==> src/rtl/bus_sequencer_if.sv <==
// Requester handshakes and shared-bus pins of the w5300/sl811 bus sequencer.
// The sequencer takes the master view; the requesters and the bus take the slave view.
interface bus_sequencer_if;
  logic       w_req;
  logic       w_rnw;
  logic [9:0] w_addr;
  logic [7:0] w_wdata;
  logic       w_ack;
  logic       s_req;
  logic       s_rnw;
  logic       s_a0;
  logic [7:0] s_wdata;
  logic       s_ack;
  logic [7:0] rdata;
  logic       busy;
  logic [9:0] w5300_addr;
  logic       w5300_cs_n;
  logic       sl811_a0;
  logic       sl811_cs_n;
  logic       brd_n;
  logic       bwr_n;
  logic [7:0] bd_out;
  logic       bd_oe;
  logic [7:0] bd_in;

  modport master (
    input  w_req, w_rnw, w_addr, w_wdata, s_req, s_rnw, s_a0, s_wdata, bd_in,
    output w_ack, s_ack, rdata, busy, w5300_addr, w5300_cs_n, sl811_a0, sl811_cs_n,
           brd_n, bwr_n, bd_out, bd_oe
  );

  modport slave (
    output w_req, w_rnw, w_addr, w_wdata, s_req, s_rnw, s_a0, s_wdata, bd_in,
    input  w_ack, s_ack, rdata, busy, w5300_addr, w5300_cs_n, sl811_a0, sl811_cs_n,
           brd_n, bwr_n, bd_out, bd_oe
  );
endinterface

==> src/rtl/bus_sequencer.sv <==
// Round-robin sequencer sharing one async 8-bit bus between a w5300 and an sl811.
// Every output is a flop computed from the next state, so pins change cleanly on fclk.
module bus_sequencer #(
  parameter int unsigned T_SETUP  = 1,
  parameter int unsigned T_STROBE = 3,
  parameter int unsigned T_HOLD   = 1
) (
  input  logic            fclk,
  input  logic            rst,
  bus_sequencer_if.master bus
);

  typedef enum logic [1:0] {IDLE, SETUP, STROBE, HOLD} state_e;

  localparam logic [3:0] SETUP_LAST  = 4'(T_SETUP - 1);
  localparam logic [3:0] STROBE_LAST = 4'(T_STROBE - 1);
  localparam logic [3:0] HOLD_LAST   = 4'(T_HOLD - 1);

  state_e     state_q, state_d;
  logic [3:0] cnt_q, cnt_d;
  logic       gnt_sl_q, gnt_sl_d;   // owner of the current/last grant, 1 = sl811
  logic       rnw_q, rnw_d;
  logic [9:0] w5300_addr_q, w5300_addr_d;
  logic       sl811_a0_q, sl811_a0_d;
  logic [7:0] bd_out_q, bd_out_d;
  logic [7:0] rdata_q, rdata_d;
  logic       w_ack_q, w_ack_d;
  logic       s_ack_q, s_ack_d;
  logic       busy_q, busy_d;
  logic       w5300_cs_n_q, w5300_cs_n_d;
  logic       sl811_cs_n_q, sl811_cs_n_d;
  logic       brd_n_q, brd_n_d;
  logic       bwr_n_q, bwr_n_d;
  logic       bd_oe_q, bd_oe_d;
  logic       pick_sl;
  logic       active;
  logic       strobe;

  always_comb begin
    // NOTE: every signal written here gets a default first, so no path leaves one unassigned and no latch is inferred.
    state_d      = state_q;
    cnt_d        = cnt_q;
    gnt_sl_d     = gnt_sl_q;
    rnw_d        = rnw_q;
    w5300_addr_d = w5300_addr_q;
    sl811_a0_d   = sl811_a0_q;
    bd_out_d     = bd_out_q;
    rdata_d      = rdata_q;
    w_ack_d      = 1'b0;
    s_ack_d      = 1'b0;
    pick_sl      = 1'b0;

    case (state_q)
      IDLE: begin
        // An ack cycle never grants, which gives the dead cycle between transfers.
        if (!w_ack_q && !s_ack_q && (bus.w_req || bus.s_req)) begin
          pick_sl  = bus.s_req && (!bus.w_req || !gnt_sl_q);
          gnt_sl_d = pick_sl;
          state_d  = SETUP;
          cnt_d    = SETUP_LAST;
          if (pick_sl) begin
            rnw_d      = bus.s_rnw;
            sl811_a0_d = bus.s_a0;
            bd_out_d   = bus.s_wdata;
          end else begin
            rnw_d        = bus.w_rnw;
            w5300_addr_d = bus.w_addr;
            bd_out_d     = bus.w_wdata;
          end
        end
      end
      SETUP: begin
        if (cnt_q == 4'd0) begin
          state_d = STROBE;
          cnt_d   = STROBE_LAST;
        end else begin
          cnt_d = cnt_q - 4'd1;
        end
      end
      STROBE: begin
        if (cnt_q == 4'd0) begin
          state_d = HOLD;
          cnt_d   = HOLD_LAST;
          if (rnw_q) rdata_d = bus.bd_in;
        end else begin
          cnt_d = cnt_q - 4'd1;
        end
      end
      HOLD: begin
        if (cnt_q == 4'd0) begin
          state_d = IDLE;
          w_ack_d = !gnt_sl_q;
          s_ack_d = gnt_sl_q;
        end else begin
          cnt_d = cnt_q - 4'd1;
        end
      end
      default: state_d = IDLE;
    endcase

    // Pin values follow the state being entered, keeping all outputs registered.
    active       = (state_d != IDLE);
    strobe       = (state_d == STROBE);
    busy_d       = active;
    w5300_cs_n_d = !(active && !gnt_sl_d);
    sl811_cs_n_d = !(active && gnt_sl_d);
    brd_n_d      = !(strobe && rnw_d);
    bwr_n_d      = !(strobe && !rnw_d);
    bd_oe_d      = active && !rnw_d;
  end

  // NOTE: sequential state uses non-blocking assignments so every flop samples pre-edge values.
  always_ff @(posedge fclk) begin
    if (rst) begin
      state_q      <= IDLE;
      cnt_q        <= 4'd0;
      gnt_sl_q     <= 1'b1;
      rnw_q        <= 1'b0;
      w5300_addr_q <= 10'd0;
      sl811_a0_q   <= 1'b0;
      bd_out_q     <= 8'd0;
      rdata_q      <= 8'd0;
      w_ack_q      <= 1'b0;
      s_ack_q      <= 1'b0;
      busy_q       <= 1'b0;
      w5300_cs_n_q <= 1'b1;
      sl811_cs_n_q <= 1'b1;
      brd_n_q      <= 1'b1;
      bwr_n_q      <= 1'b1;
      bd_oe_q      <= 1'b0;
    end else begin
      state_q      <= state_d;
      cnt_q        <= cnt_d;
      gnt_sl_q     <= gnt_sl_d;
      rnw_q        <= rnw_d;
      w5300_addr_q <= w5300_addr_d;
      sl811_a0_q   <= sl811_a0_d;
      bd_out_q     <= bd_out_d;
      rdata_q      <= rdata_d;
      w_ack_q      <= w_ack_d;
      s_ack_q      <= s_ack_d;
      busy_q       <= busy_d;
      w5300_cs_n_q <= w5300_cs_n_d;
      sl811_cs_n_q <= sl811_cs_n_d;
      brd_n_q      <= brd_n_d;
      bwr_n_q      <= bwr_n_d;
      bd_oe_q      <= bd_oe_d;
    end
  end

  assign bus.w_ack      = w_ack_q;
  assign bus.s_ack      = s_ack_q;
  assign bus.rdata      = rdata_q;
  assign bus.busy       = busy_q;
  assign bus.w5300_addr = w5300_addr_q;
  assign bus.w5300_cs_n = w5300_cs_n_q;
  assign bus.sl811_a0   = sl811_a0_q;
  assign bus.sl811_cs_n = sl811_cs_n_q;
  assign bus.brd_n      = brd_n_q;
  assign bus.bwr_n      = bwr_n_q;
  assign bus.bd_out     = bd_out_q;
  assign bus.bd_oe      = bd_oe_q;

endmodule

==> src/flat_wrapper.sv <==
// flat-port wrapper written by rule: the top's interface ports become plain ports
module bus_sequencer_flat 
#(
  parameter int unsigned T_SETUP  = 1,
  parameter int unsigned T_STROBE = 3,
  parameter int unsigned T_HOLD   = 1
)
  (fclk, rst, bus_w_req, bus_w_rnw, bus_w_addr, bus_w_wdata, bus_s_req, bus_s_rnw, bus_s_a0, bus_s_wdata, bus_bd_in, bus_w_ack, bus_s_ack, bus_rdata, bus_busy, bus_w5300_addr, bus_w5300_cs_n, bus_sl811_a0, bus_sl811_cs_n, bus_brd_n, bus_bwr_n, bus_bd_out, bus_bd_oe);
  bus_sequencer_if bus_i ();
  input  logic fclk;
  input  logic rst;
  input wire logic [$bits(bus_i.w_req)-1:0] bus_w_req;
  input wire logic [$bits(bus_i.w_rnw)-1:0] bus_w_rnw;
  input wire logic [$bits(bus_i.w_addr)-1:0] bus_w_addr;
  input wire logic [$bits(bus_i.w_wdata)-1:0] bus_w_wdata;
  input wire logic [$bits(bus_i.s_req)-1:0] bus_s_req;
  input wire logic [$bits(bus_i.s_rnw)-1:0] bus_s_rnw;
  input wire logic [$bits(bus_i.s_a0)-1:0] bus_s_a0;
  input wire logic [$bits(bus_i.s_wdata)-1:0] bus_s_wdata;
  input wire logic [$bits(bus_i.bd_in)-1:0] bus_bd_in;
  output wire logic [$bits(bus_i.w_ack)-1:0] bus_w_ack;
  output wire logic [$bits(bus_i.s_ack)-1:0] bus_s_ack;
  output wire logic [$bits(bus_i.rdata)-1:0] bus_rdata;
  output wire logic [$bits(bus_i.busy)-1:0] bus_busy;
  output wire logic [$bits(bus_i.w5300_addr)-1:0] bus_w5300_addr;
  output wire logic [$bits(bus_i.w5300_cs_n)-1:0] bus_w5300_cs_n;
  output wire logic [$bits(bus_i.sl811_a0)-1:0] bus_sl811_a0;
  output wire logic [$bits(bus_i.sl811_cs_n)-1:0] bus_sl811_cs_n;
  output wire logic [$bits(bus_i.brd_n)-1:0] bus_brd_n;
  output wire logic [$bits(bus_i.bwr_n)-1:0] bus_bwr_n;
  output wire logic [$bits(bus_i.bd_out)-1:0] bus_bd_out;
  output wire logic [$bits(bus_i.bd_oe)-1:0] bus_bd_oe;
  assign bus_i.w_req = bus_w_req;
  assign bus_i.w_rnw = bus_w_rnw;
  assign bus_i.w_addr = bus_w_addr;
  assign bus_i.w_wdata = bus_w_wdata;
  assign bus_i.s_req = bus_s_req;
  assign bus_i.s_rnw = bus_s_rnw;
  assign bus_i.s_a0 = bus_s_a0;
  assign bus_i.s_wdata = bus_s_wdata;
  assign bus_i.bd_in = bus_bd_in;
  assign bus_w_ack = bus_i.w_ack;
  assign bus_s_ack = bus_i.s_ack;
  assign bus_rdata = bus_i.rdata;
  assign bus_busy = bus_i.busy;
  assign bus_w5300_addr = bus_i.w5300_addr;
  assign bus_w5300_cs_n = bus_i.w5300_cs_n;
  assign bus_sl811_a0 = bus_i.sl811_a0;
  assign bus_sl811_cs_n = bus_i.sl811_cs_n;
  assign bus_brd_n = bus_i.brd_n;
  assign bus_bwr_n = bus_i.bwr_n;
  assign bus_bd_out = bus_i.bd_out;
  assign bus_bd_oe = bus_i.bd_oe;
  bus_sequencer #(.T_SETUP(T_SETUP), .T_STROBE(T_STROBE), .T_HOLD(T_HOLD)) u_core (.fclk(fclk), .rst(rst), .bus(bus_i));
endmodule
==> config.mk <==
export PLATFORM = sky130hd
export DESIGN_NAME = bus_sequencer_flat
export DESIGN_NICKNAME = d
export VERILOG_FILES = /design/src/rtl/bus_sequencer_if.sv /design/src/rtl/bus_sequencer.sv /design/src/flat_wrapper.sv
export SDC_FILE = /design/constraint.sdc
export NUM_CORES = 1
export LEC_CHECK = 0
export BUFFER_PORTS_ARGS = -buffer_cell sky130_fd_sc_hd__clkbuf_2
export CORE_MARGIN = 2
export CORE_UTILIZATION = 40
export DETAILED_ROUTE_END_ITERATION = 12
export MAX_ROUTING_LAYER = met4
export PLACE_DENSITY = 0.7
export SLEW_MARGIN = 30
export SYNTH_ARGS = -nofsm -noshare
export SYNTH_HDL_FRONTEND = slang
export SYNTH_SLANG_ARGS = --single-unit
==> constraint.sdc <==
create_clock -name fclk -period 1.9 [get_ports fclk]
set_input_delay 0 -clock fclk [delete_from_list [all_inputs] [get_ports fclk]]
set_output_delay 0 -clock fclk [all_outputs]
set_load 0.05 [all_outputs]
Word-level counts from Yosys, hierarchy flattened
Index checks and enable logic that the tools add are counted.
{"block": "classes", "add_sub_neg": 1, "n_eq_ne": 6, "muxes": 16, "n_bitwise": 3, "reduce_logical": 29}
{"operator": "$mux W4", "count": 4}
{"operator": "$pmux W4 S4", "count": 1}
{"operator": "$logic_not A1 Y1", "count": 10}
{"operator": "$reduce_and A3 Y1", "count": 3}
{"operator": "$logic_and A1 B1 Y1", "count": 8}
{"operator": "$mux W2", "count": 4}
{"operator": "$mux W8", "count": 1}
{"operator": "$pmux W2 S4", "count": 1}
{"operator": "$eq A2 B2 Y1 const B", "count": 3}
{"operator": "$mux W1", "count": 5}
{"operator": "$logic_not A4 Y1", "count": 1}
{"operator": "$reduce_and A2 Y1", "count": 2}
{"operator": "$sub A4 B1 Y4 const B", "count": 1}
{"operator": "$not A1 Y1", "count": 3}
{"operator": "$reduce_or A3 Y1", "count": 1}
{"operator": "$eq A2 B1 Y1 const B", "count": 1}
{"operator": "$logic_not A2 Y1", "count": 1}
{"operator": "$logic_or A1 B1 Y1", "count": 2}
{"operator": "$ne A2 B1 Y1 const B", "count": 1}
{"operator": "$ne A2 B2 Y1 const B", "count": 1}
{"operator": "$reduce_bool A2 Y1", "count": 1}
{"block": "totals", "reg_bits": 43, "inputBits": 41, "output_inout_bits": 35, "wordCells": 71}

Logic depth before layout (Yosys ltp)
{"block": "logic_depth", "ltp_word": 9, "mapped_depth": 7, "depth_no_buf": 6}

Least setup slack after synthesis
No wires, ideal clock.
{"block": "synth_path", "path_type": "reg-to-reg", "from": "register u_core.cnt_q[0]", "to": "register u_core.bwr_n_q (netlist: u_core.bus.bwr_n)", "setup_time_ns": 0.119, "arrival_ns": 1.424, "required_time_ns": 1.781, "setup_slack_ns": 0.357, "stages_incl_launch_ff": 7, "n_path_buf": 0, "period_less_slack_ns": 1.543, "cell_sequence": "dfxtp_1 -> inv_1 -> ha_1 -> nor3b_2 -> or3b_2 -> a21oi_1 -> nand2b_1"}
{"block": "synth_between", "elab_chain_len": 6, "elab_cells_between_ends": 8, "cone_classes": "eq/ne: 1; mux: 4; reduce/logical: 3"}
{"element": "from (decl)", "line_no": "bus_sequencer.sv:20", "text": "logic [3:0] cnt_q, cnt_d;"}
{"element": "from (signal assigned)", "line_no": "bus_sequencer.sv:133", "text": "cnt_q <= cnt_d;"}
{"element": "$logic_not A4 Y1 (*)", "line_no": "bus_sequencer.sv:73, bus_sequencer.sv:81, bus_sequencer.sv:90"}
{"element": "$mux W2 (on tied branches)", "line_no": "bus_sequencer.sv:90, bus_sequencer.sv:73, bus_sequencer.sv:81"}
{"element": "$pmux W2 S4 (*)", "line_no": "bus_sequencer.sv:53", "text": "case (state_q)"}
{"element": "$eq A2 B2 Y1 (*)", "line_no": "bus_sequencer.sv:103", "text": "strobe = (state_d == STROBE);"}
{"element": "$logic_and A1 B1 Y1 (*)", "line_no": "bus_sequencer.sv:108", "text": "bwr_n_d = !(strobe && !rnw_d);"}
{"element": "$logic_not A1 Y1 (*)", "line_no": "bus_sequencer.sv:108"}
{"element": "to (signal assigned)", "line_no": "bus_sequencer.sv:146", "text": "bwr_n_q <= bwr_n_d;"}
{"element": "to (decl)", "line_no": "bus_sequencer.sv:33", "text": "logic bwr_n_q, bwr_n_d;"}
Every way passes the cells marked *; elsewhere a longest branch is shown, timed or not.
A chain may end at the register's enable or synchronous reset.

Final worst setup path
Ends and elaborated chain as after synthesis.

==> run_results.csv <==
group,metric,value,unit
global_routing,grt_start_max_net_pins,27,
synth,synth_seq_area_share,50.4,%
clock_tree,clk_root_buffer_cell,"clkbuf_8",
die,placeableCoreArea,4060,um^2
sta,timing.final.setup_violations,0,
die,start_util,42.1,%
sta,rsz_0062_raised_after_global_routing,"no",
setup_path,number_of_cells_on_the_worst_reg_to_reg_path,6,
setup_path,slowest_stage,"or3b_2",
synth,yosys_register_bits,43,
setup_path,required_time_of_the_critical_path,2.08,ns
synth,synthTopCellsByCount,"43 x dfxtp_1, 34 x nor2_1, 19 x mux2i_1, 10 x nand2_1, 8 x o22ai_1",
final_layout,number_of_nets_in_the_finished_design,314,
detailed_routing,antenna_violating_nets_post_route,0,
synth,yosys_warnings,0,
sta,post-route-worst-setup-slack,0.259,ns
detailed_routing,detail_route.wl_per_cell,12.2,um
power,static-leakage-power,1.20,nW
synth,ys_top_cells_by_area,"dfxtp_1 50%, mux2i_1 11%, nor2_1 7.5%, o22ai_1 2.9%, a211oi_1 2.6%",
power,worst_ir_drop_vdd,0.000664,V
global_routing,gr-usage-all-layers,17.3,%
clock_tree,clk-insertion-delay-late,0.29,ns
global_routing,total_grt_overflow,0,
setup_path,critical-path-top-delay-family,"simple AND/OR/NAND/NOR gates",
worst_hold_path,timing.hold.worst.start,"bus_s_wdata[2]",
sta,timing.slew.headroom,65.2,%
setup_path,cp_max_fo,8,
power,report.power.total,0.00381,W
clock_tree,tritoncts,"done",
detailed_routing,via_count,1584,
setup_path,critical_path_class,"reg -> reg",
setup_path,crit_chain,"inv_1 -> ha_1 -> nor3b_4 -> or3b_2 -> a21oi_1 -> nand2b_1",
worst_hold_path,whs_endpoint,"u_core.bus.bd_out[2]$_SDFFE_PP0P_",
setup_path,worst_path_largest_cell_delay,0.44,ns
synth,synthFlopType,"dfxtp_1",
worst_hold_path,min_delay_path_depth,3,
global_routing,grt.met2_usage,28.8,%
final_layout,syn2layout_area_growth,42.1,%
synth,post_synthesis_instance_total,178,
setup_path,critical_path_at,1.82,ns
synth,synth.top_cell.area_share,50.4,%
detailed_routing,drt_pre_antenna_iters,4,
synth,yosys.cell_types.count,36,
synth,synth.avg_cell_area,9.60,um^2
worst_hold_path,hp-class,"in -> reg",
die,chipHeight,69.4,um
clock_tree,cts_buffers,5,
synth,synth-edff-count,0,
setup_path,worst-r2r-setup-slack,0.26,ns
power,power.density_cell_area,1570,nW/um^2
placement,post_detail_place_hpwl,2670,um
synth,synth_area_leader_cell,"dfxtp_1",
die,fp.dieW,69.4,um
sta,final_worst_clock_skew,0.00391,ns
placement,placedInstanceArea,2120,um^2
setup_path,timing.critical_path.buf_inv,1,
sta,final-max-slew-violation-count,0,
final_layout,multi_input_comb_area,786,um^2
final_layout,antenna_cells,0,
placement,placement.setup.worst_slack,0.226,ns
detailed_routing,drtIter0Drc,128,
sta,layout_min_cycle_time,1.64,ns
synth,synth_fp_nets,220,
global_routing,global_route.peak_usage_layer,"met2",
final_layout,layout.filler_cells,362,
final_layout,post_route_cells_drive_above_1_share,34.8,%
final_layout,design_area,2430,um^2
setup_path,r2r_start,"u_core.cnt_q[0]$_SDFFE_PP0P_",
setup_path,worst_setup_path_end_kind,"flip-flop",
detailed_routing,finalWirelength,3950,um
global_routing,global_route.usage.met1,20.4,%
final_layout,final-seq-area,861,um^2
sta,final-hold-violation-count,0,
synth,synth_area,1710,um^2
clock_tree,ctsHtreeMaxLevel,2,
global_routing,grt_pass1_vias,1559,
placement,gp_congestion,0.801,
sta,worstMarginPinSlew,0.522,ns
clock_tree,number_of_buffers_added_for_setup_after_cts,0,
synth,yosysMostFrequentCell,"dfxtp_1",
setup_path,critical_path_depth,6,
setup_path,start_kind,"flip-flop",
clock_tree,cts.reportedPaths.clkPinSlew,0.08,ns
die,placement_rows,23,
clock_tree,clock_sink_count,43,
die,pin_count,76,
flow_run,max_cap_viol_count,0,
setup_path,worstReg2RegEnd,"u_core.bus.bwr_n$_SDFF_PP1_",
sta,fmax,0.609,GHz
sta,timing.setup.tns,0,ns
outcome,status,"complete, no violations",
global_routing,grt_antenna_before_repair,0,
detailed_routing,detail_route.vias_per_cell,4.90,
global_routing,groute.layer.met3.usage,4.22,%
setup_path,cp-startpoint,"u_core.cnt_q[0]$_SDFFE_PP0P_",
clock_tree,clock_tree.buffer_depth,2,
die,total_die_area,4810,um^2
sta,period_share,86.4,%
placement,buffer_ports.inserted,75,
detailed_routing,drc,0,
global_routing,grt_pass1_wl,6720,um
synth,postSynth.asyncResetShare,0,%
==> routing by layer <==
layer | vias up | wire (um)
met4 | 0 | 51
met1 | 708 | 1800
li1 | 812 | -
met2 | 58 | 1840
met3 | 6 | 258
met5 | - | 0
==> per-stage QoR <==
step                      utilization, %  hold WS (ns)  std cells
after CTS                           59.7        0.0250        323
final                               59.9        0.0378        323
after global routing                59.9        0.0296        323
after detailed placement            52.2         0.240        296
after floorplan                        -         0.105        178
after global placement              52.2         0.229        296
==> final cells by class <==
cell class              count  area share (%)
flip-flops and latches     43            35.4
repair buffers             98            24.5
inverters                   3           0.464
multi-input cells         121            32.4
clock inverters             3            1.80
clock buffers               5            2.83
well taps                  50            2.58
==> report_power, final <==
part	switching (W)	internal (W)	total [W]	leakage, nW
logic	0.00121	0.000587	0.00180	0.790
clock network	0.000307	0.000391	0.000698	0.0581
registers	0.000172	0.00114	0.00131	0.353
==> sequential cells by signal, summed over array words and instances (netlist names) <==
register / cells
u_core.bus.w5300_addr: 10
u_core.bus.bd_out: 8
u_core.bus.rdata: 8
u_core.cnt_q: 4
u_core.state_q: 2
u_core.bus.bd_oe: 1
u_core.bus.brd_n: 1
u_core.bus.busy: 1
u_core.bus.bwr_n: 1
u_core.bus.s_ack: 1
u_core.bus.sl811_a0: 1
u_core.bus.sl811_cs_n: 1
u_core.bus.w5300_cs_n: 1
u_core.bus.w_ack: 1
u_core.gnt_sl_q: 1
u_core.rnw_q: 1
==> cells in the final DEF, fill, tap and decap left out, drive strengths merged, types with 2 or more instances in the layout <==
| cell type | instances |
|---|---|
| buf | 4 |
| mux2i | 19 |
| a21oi | 7 |
| clkbuf | 80 |
| nor2b | 2 |
| nor3 | 4 |
| and3 | 2 |
| nor4 | 2 |
| nand2 | 10 |
| nand2b | 3 |
| dlygate4sd3 | 19 |
| o22ai | 8 |
| nand3b | 2 |
| nor2 | 34 |
| dfxtp | 43 |
| inv | 3 |
| o21ai | 3 |
| clkinv | 2 |
| a211oi | 9 |
| nand3 | 2 |
==> how the worst max path moves through the flow <==
stage | endpoint | slack (ns)
finish | u_core.bus.bwr_n$_SDFF_PP1_ | 0.26
CTS | u_core.bus.rdata[7]$_SDFFE_PP0P_ | 0.21
global route | u_core.bus.rdata[2]$_SDFFE_PP0P_ | 0.11
detailed placement | u_core.bus.rdata[3]$_SDFFE_PP0P_ | 0.23
global placement | u_core.bus.rdata[6]$_SDFFE_PP0P_ | 0.29
floorplan | u_core.bus.bwr_n$_SDFF_PP1_ | 0.36
==> repair_timing <==
| item | 4_1_cts | 5_1_grt |
|---|---|---|
| gates resized for setup | 0 | 1 |
| hold buffers | 19 | 0 |
| endpoints found under the hold margin | 19 | 0 |
| endpoints found under the setup margin | 0 | 1 |
==> tightest hold or removal path: stages <==
cell      delay [ns]
clkbuf_2        0.08
o22ai_1         0.11
a211oi_1        0.09
==> logic make-up (layout without fill, tap and decap cells) <==
| logic type | after synthesis | after routing | share of synthesized area [%] |
|---|---|---|---|
| multiplexers | 19 | 19 | 11.1 |
| AND/OR/NAND/NOR | 67 | 67 | 19.4 |
| AO/OA/AOI/OAI | 34 | 34 | 14.3 |
| buffers and inverters | 14 | 109 | 4.03 |
| flip-flops | 43 | 43 | 50.4 |
| adder cells (fa/ha/maj) | 1 | 1 | 0.732 |
Note: power is estimated with default switching activity, not from simulation.
